## src/rtl/divider_array_reconstruct_seq.sv

```systemverilog
// Rebuilds a dividend as q*d + r with an 8-step shift-add multiplier and reports the signed error.
// Optional error statistics are enabled by defining DIVIDER_RECON_ERR_STATS_EN.
module divider_array_reconstruct_seq (
  input  logic        clk,
  input  logic        rst,
  input  logic        in_valid,
  output logic        in_ready,
  input  logic [15:0] n,
  input  logic [7:0]  d,
  input  logic [7:0]  q,
  input  logic [7:0]  r,
  output logic        out_valid,
  input  logic        out_ready,
`ifdef DIVIDER_RECON_ERR_STATS_EN
  input  logic        stats_clr,
  output logic [39:0] sq_err_sum,
  output logic [15:0] sample_cnt,
`endif
  output logic [15:0] n_rec,
  output logic [16:0] err
);

  typedef enum logic [1:0] {StIdle, StMul, StDone} state_e;

  state_e      state_q, state_d;
  logic [15:0] acc_q, acc_d;
  logic [15:0] n_reg_q, n_reg_d;
  logic [7:0]  div_q, div_d;
  logic [7:0]  quot_q, quot_d;
  logic [2:0]  k_q, k_d;

  always_ff @(posedge clk or posedge rst) begin
    if (rst) begin
      state_q <= StIdle;
      acc_q   <= '0;
      n_reg_q <= '0;
      div_q   <= '0;
      quot_q  <= '0;
      k_q     <= '0;
    end else begin
      state_q <= state_d;
      acc_q   <= acc_d;
      n_reg_q <= n_reg_d;
      div_q   <= div_d;
      quot_q  <= quot_d;
      k_q     <= k_d;
    end
  end

  always_comb begin
    state_d = state_q;
    acc_d   = acc_q;
    n_reg_d = n_reg_q;
    div_d   = div_q;
    quot_d  = quot_q;
    k_d     = k_q;
    unique case (state_q)
      StIdle: begin
        if (in_valid) begin
          n_reg_d = n;
          div_d   = d;
          quot_d  = q;
          acc_d   = {8'b0, r};
          k_d     = '0;
          state_d = StMul;
        end
      end
      StMul: begin
        // Fixed 8-cycle latency: every quotient bit is visited, even when zero.
        if (quot_q[k_q]) acc_d = acc_q + ({8'b0, div_q} << k_q);
        k_d = k_q + 3'd1;
        if (k_q == 3'd7) state_d = StDone;
      end
      StDone: begin
        if (out_ready) state_d = StIdle;
      end
      default: state_d = StIdle;
    endcase
  end

  assign in_ready  = (state_q == StIdle);
  assign out_valid = (state_q == StDone);
  assign n_rec     = acc_q;
  assign err       = {1'b0, acc_q} - {1'b0, n_reg_q};

`ifdef DIVIDER_RECON_ERR_STATS_EN
  logic [39:0] sq_sum_q, sq_sum_d;
  logic [15:0] cnt_q, cnt_d;
  logic [16:0] err_abs;
  logic [33:0] err_sq;
  logic [40:0] sq_next;

  assign err_abs = err[16] ? (~err + 17'd1) : err;
  assign err_sq  = {17'b0, err_abs} * {17'b0, err_abs};
  assign sq_next = {1'b0, sq_sum_q} + {7'b0, err_sq};

  always_comb begin
    sq_sum_d = sq_sum_q;
    cnt_d    = cnt_q;
    if (stats_clr) begin
      sq_sum_d = '0;
      cnt_d    = '0;
    end else if (out_valid && out_ready) begin
      sq_sum_d = sq_next[40] ? '1 : sq_next[39:0];
      if (cnt_q != 16'hFFFF) cnt_d = cnt_q + 16'd1;
    end
  end

  always_ff @(posedge clk or posedge rst) begin
    if (rst) begin
      sq_sum_q <= '0;
      cnt_q    <= '0;
    end else begin
      sq_sum_q <= sq_sum_d;
      cnt_q    <= cnt_d;
    end
  end

  assign sq_err_sum = sq_sum_q;
  assign sample_cnt = cnt_q;
`endif

endmodule

```

## config.mk

```make
export PLATFORM = sky130hd
export DESIGN_NAME = divider_array_reconstruct_seq
export DESIGN_NICKNAME = d
export VERILOG_FILES = /design/src/rtl/divider_array_reconstruct_seq.sv
export SDC_FILE = /design/constraint.sdc
export NUM_CORES = 1
export LEC_CHECK = 0
export BUFFER_PORTS_ARGS = -buffer_cell sky130_fd_sc_hd__buf_2
export CORE_MARGIN = 2
export CORE_UTILIZATION = 60
export CTS_BUF_LIST = sky130_fd_sc_hd__clkbuf_4 sky130_fd_sc_hd__clkbuf_8 sky130_fd_sc_hd__clkbuf_16
export DETAILED_ROUTE_END_ITERATION = 10
export PLACE_DENSITY = 0.86
export RECOVER_POWER = 25
export SLEW_MARGIN = 10
export SYNTH_ARGS = -nofsm -noshare
export SYNTH_HDL_FRONTEND = slang
export SYNTH_SLANG_ARGS = --single-unit
```

## constraint.sdc

```tcl
create_clock -name clk -period 6.55 [get_ports clk]
set_input_delay 1.6375 -clock clk [delete_from_list [all_inputs] [get_ports clk]]
set_output_delay 1.6375 -clock clk [all_outputs]
set_load 0.1 [all_outputs]
```

# Word level (Yosys, flattened, before mapping)
# Cells that the tools add are included.
word_totals:
  reg_bits: 53
  latchBits: 0
  ramBits: 0
  mem_bits_ro: 0
  in_bits: 44
  out_inout_bits: 35
  word_cells: 35
  memories: 0
op_classes:
  addsub: 3
  mul: 0
  div: 0
  order_cmp: 1
  n_eq_ne: 7
  n_shift: 1
  n_mux: 11
  bitwise: 0
  reduce_logical: 6
op_table:
  columns: ["op", "n"]
  rows:
  - ["two-way mux 16 bit", 2]
  - ["one-hot mux 16 bit (2 select lines)", 1]
  - ["subtractor 16 x 16 -> 17 bit", 1]
  - ["adder 16 bit", 1]
  - ["<< shifter 8 x 3 -> 16 bit", 1]
  - ["two-way mux 2 bit", 3]
  - ["inequality test 2 bit, second input constant", 3]
  - ["one-hot mux 2 bit (3 select lines)", 1]
  - ["one-hot mux 3 bit (2 select lines)", 1]
  - ["AND reduction 3 bit", 2]
  - ["less-than comparator 3 x 4 -> 1 bit, second input constant", 1]
  - ["AND reduction 2 bit", 2]
  - ["adder 3 x 1 -> 3 bit, second input constant", 1]
  - ["binary-select mux 1 bit (select 3 bit)", 1]
  - ["== test 3 bit, second input constant", 1]
  - ["two-way mux 3 bit", 1]
  - ["== test 2 x 1 -> 1 bit, second input constant", 1]
  - ["== test 2 bit, second input constant", 1]
  - ["logical NOT 2 bit", 1]
  - ["inequality test 2 x 1 -> 1 bit, second input constant", 1]
  - ["nonzero test 2 bit", 1]
  - ["two-way mux 1 bit", 1]

# Longest topological paths before layout
logic_depth:
  depth_word: 4
  depth_mapped: 14
  depth_no_buf: 13

# Worst setup path before layout
# No wires, ideal clock.
synth_timing:
  path_type: "register to output"
  from: "register acc_q[2], in the netlist n_rec[2]"
  to: "output err[16]"
  arrival_time_ns: 3.986
  required_time_ns: 4.912
  slack_ns: 0.926
  path_stages_with_launch: 9
  path_cell_list: "dfrtp_1 -> ha_1 -> nor2b_1 -> o31a_1 -> o21ai_1 -> a21oi_1 -> a221oi_2 -> o21ai_1 -> a21oi_1"
synth_between:
  elab_chain_len: 1
synth_lines:
  columns: ["item", "line", "text"]
  rows:
  - ["start: declaration", "26", "logic [15:0] acc_q, acc_d;"]
  - ["start signal: assignment", "35", "acc_q <= '0;"]
  - ["start signal: assignment", "42", "acc_q <= acc_d;"]
  - ["subtractor 16 x 16 -> 17 bit", "84", "assign err = {1'b0, acc_q} - {1'b0, n_reg_q};"]
  - ["end: declaration", "20", "output logic [16:0] err"]
# Every way passes these cells.

# Worst setup path in the final report
layout_timing:
  from: "register acc_q[0], in the netlist n_rec[0]"
  to: "output err[16]"
# Same word-level chain as after synthesis.

==> results.py <==
metrics = {
    "run_status": {
        "status": "complete, but fails checks",
        "violations": "capacitance limit, slew limit",
    },
    "global_routing": {
        "grt_max_degree": 54,
        "gr-total-overflow": 0,
        "grtUsageTotal_pct": 24.7,
        "grt_pass1_vias": 3180,
        "grt_pass1_wl_um": 14400,
        "grt_antenna_before_repair": 0,
    },
    "place": {
        "hpwl_um": 6300,
        "gp_congestion": 0.867,
        "portBuffers": 78,
    },
    "logic_synthesis": {
        "syn-num-nets": 530,
        "synth.yosys.seq_area_share_pct": 35.0,
        "syn_avg_cell_area_um2": 8.41,
        "syn_area_mm2": 0.00379,
        "yosysTopAreaCell": "dfrtp_1",
        "synth-seq-cells": 53,
        "synth_edf_count": 0,
        "synthTopCellsByArea": "dfrtp_1, nand2_1, ha_1",
        "synth_cells": 451,
        "synthDistinctLibCells": 48,
        "yosysWarnings": 0,
        "postSynth.asyncResetShare_pct": 100,
        "synth_ff_type": "dfrtp_1",
        "synth_top_area_share_pct": 35.0,
    },
    "final_layout": {
        "final.fill_count": 486,
        "drive_gt1_share_pct": 20.6,
        "area_growth_pct": 13.7,
        "antenna_cells": 0,
        "nets": 597,
    },
    "cts": {
        "clk_pin_slew_ns": 0.09,
        "cts_root_buf": "clkbuf_8",
        "cts_setup_buffers": 0,
        "cts_tree": "yes",
        "h-tree-depth": 2,
        "clock_path_buffers": 2,
        "holdBufCountCts": 0,
        "clock_latency_ns": 0.31,
        "cts_made_buffers": 5,
        "cts.sinks": 53,
        "cts_resized": 0,
    },
    "detailed_routing": {
        "vias": 3309,
        "remaining_drc_errors": 0,
        "wire_per_inst_um": 13.9,
        "dr.pass1.iters": 4,
        "viasPerCell": 5.57,
        "ant_nets": 0,
        "totalWireLength_um": 8240,
        "initialDrtViolationCount": 161,
    },
    "setup_path": {
        "worstSetupPathType": "reg2out",
        "slowest_delay_ns": 0.45,
        "required_ns": 4.91,
        "cp_max_fo": 4,
        "crit_path_end_kind": "output port",
        "cp_slowest_cell": "a221oi_2",
        "startpoint_type": "register",
        "crit_chain": "inv_1 -> ha_1 -> fa_1 -> nor2b_1 -> o31a_1 -> o21ai_1 -> a21oi_1 -> a221oi_2 -> o21ai_1 -> a21oi_1 -> buf_2",
        "cp_top_family": "compound AO/OA/AOI/OAI gates",
        "worst-path-buf-inv": 2,
        "arrival_ns": 3.08,
    },
    "timing": {
        "timing.final.crit_share_pct": 72.0,
        "clock_skew_ns": 0.00494,
        "setup_viol": 0,
        "drv_slew": 54,
        "worstMarginPinSlew_ns": 2.28,
        "tns_ns": 0,
        "hold_viol": 0,
        "fin_crit_ns": 4.71,
        "max-slew-margin-rel_pct": -53.0,
        "rsz0062_at_grt": "false",
        "max_freq_mhz": 212,
    },
    "die": {
        "die_h_um": 83.5,
        "ioPinCount": 79,
        "die_x_um": 83.5,
        "start_util_pct": 62.9,
        "fp-row-count": 28,
        "fp.coreArea_mm2": 0.00603,
        "die-area_mm2": 0.00697,
    },
    "min_path": {
        "hp-class": "reg2reg",
    },
    "run": {
        "cap_violations": 1,
    },
}
## cells in the final DEF (no fill, tap or decap), types with 6 or more instances in the layout
cell type  count
inv_1         25
nor2_1        24
a21o_1         6
mux2i_1       11
xnor2_1       15
o21ai_0       40
clkbuf_8       7
a31oi_1        6
o21ai_1        6
buf_2         78
nand2_1      112
dfrtp_1       53
xor2_1         9
a21oi_1       23
ha_1          33
## sequential cells by signal, summed over array words and instances (netlist names)
signal,flops
div_q,8
k_q,3
n_rec,16
n_reg_q,16
quot_q,8
state_q,2
## per-layer routing
layer / share of wire [%] / wire length [um] / track usage (%)
met4: 1.1 / 93 / 5.28
met5: 0 / 0 / 0
met2: 50 / 4100 / 44.7
met1: 45 / 3700 / 31.6
met3: 4.1 / 342 / 3.46
## cells in the mapped netlist (3+ instances only)
library cell / n
ha_1: 33
o31ai_1: 3
a31oi_1: 6
nand2b_1: 5
xnor2_1: 15
a21o_1: 6
mux2_2: 5
xor2_1: 9
inv_1: 26
o22ai_1: 4
clkbuf_1: 17
mux2i_1: 11
nor2_1: 24
o21a_1: 5
nand2_1: 112
o21ai_1: 6
nor2b_1: 5
nand3_1: 4
and2_1: 3
dfrtp_1: 53
a21oi_1: 23
o21ai_0: 40
## final cells by class
| cell class | count | area (um2) | area share [%] |
|---|---|---|---|
| inverters | 26 | 98.8 | 2.29 |
| multi-input cells | 354 | 2300 | 53.4 |
| clock inverters | 1 | 5.00 | 0.116 |
| well taps | 75 | 93.8 | 2.18 |
| flip-flops and latches | 53 | 1330 | 30.8 |
| repair buffers | 78 | 390 | 9.06 |
| clock buffers | 7 | 96.3 | 2.24 |
## metrics by stage
step                instance area, um2  cells  hold WS [ns]  utilization (%)  setup slack (ns)
floorplan                         3790    451         0.440                -             0.926
global placement                  4210    586         0.455             69.8              2.24
detailed placement                4210    586         0.460             69.8              2.21
CTS                               4310    594         0.482             71.5              1.86
global route                      4310    594         0.511             71.5              1.64
finish                            4310    594         0.476             71.5              1.84
## worst min-delay path: cells and delay by family, from the launching register on
kind,cells,cell delay [ns]
DFF,1,0.35
and+or+nand+nor,2,0.10
## kinds of logic after synthesis
family	after synthesis	share of synthesized area, %
simple gates	163	18.0
compound gates	114	19.6
flops	53	35.0
buf+inv	44	4.39
fa+ha+maj	35	11.9
xor+xnor	24	5.54
mux	18	5.58
## worst paths after layout
path,from,slack [ns],depth (start not counted),endpoint
hold reg to reg,quot_q[7],0.48,2,quot_q[7]
max in group asynchronous,rst,3.59,2,n_reg_q[9]
hold / removal,quot_q[7],0.48,2,quot_q[7]
min in group asynchronous,rst,1.93,2,quot_q[3]
setup reg to reg,k_q[1],3.08,13,n_rec[15]
setup / recovery,n_rec[0],1.84,11,err[16]
Power is not shown: default switching activity piles up to over one toggle a cycle in this logic, so the estimate is an artifact.
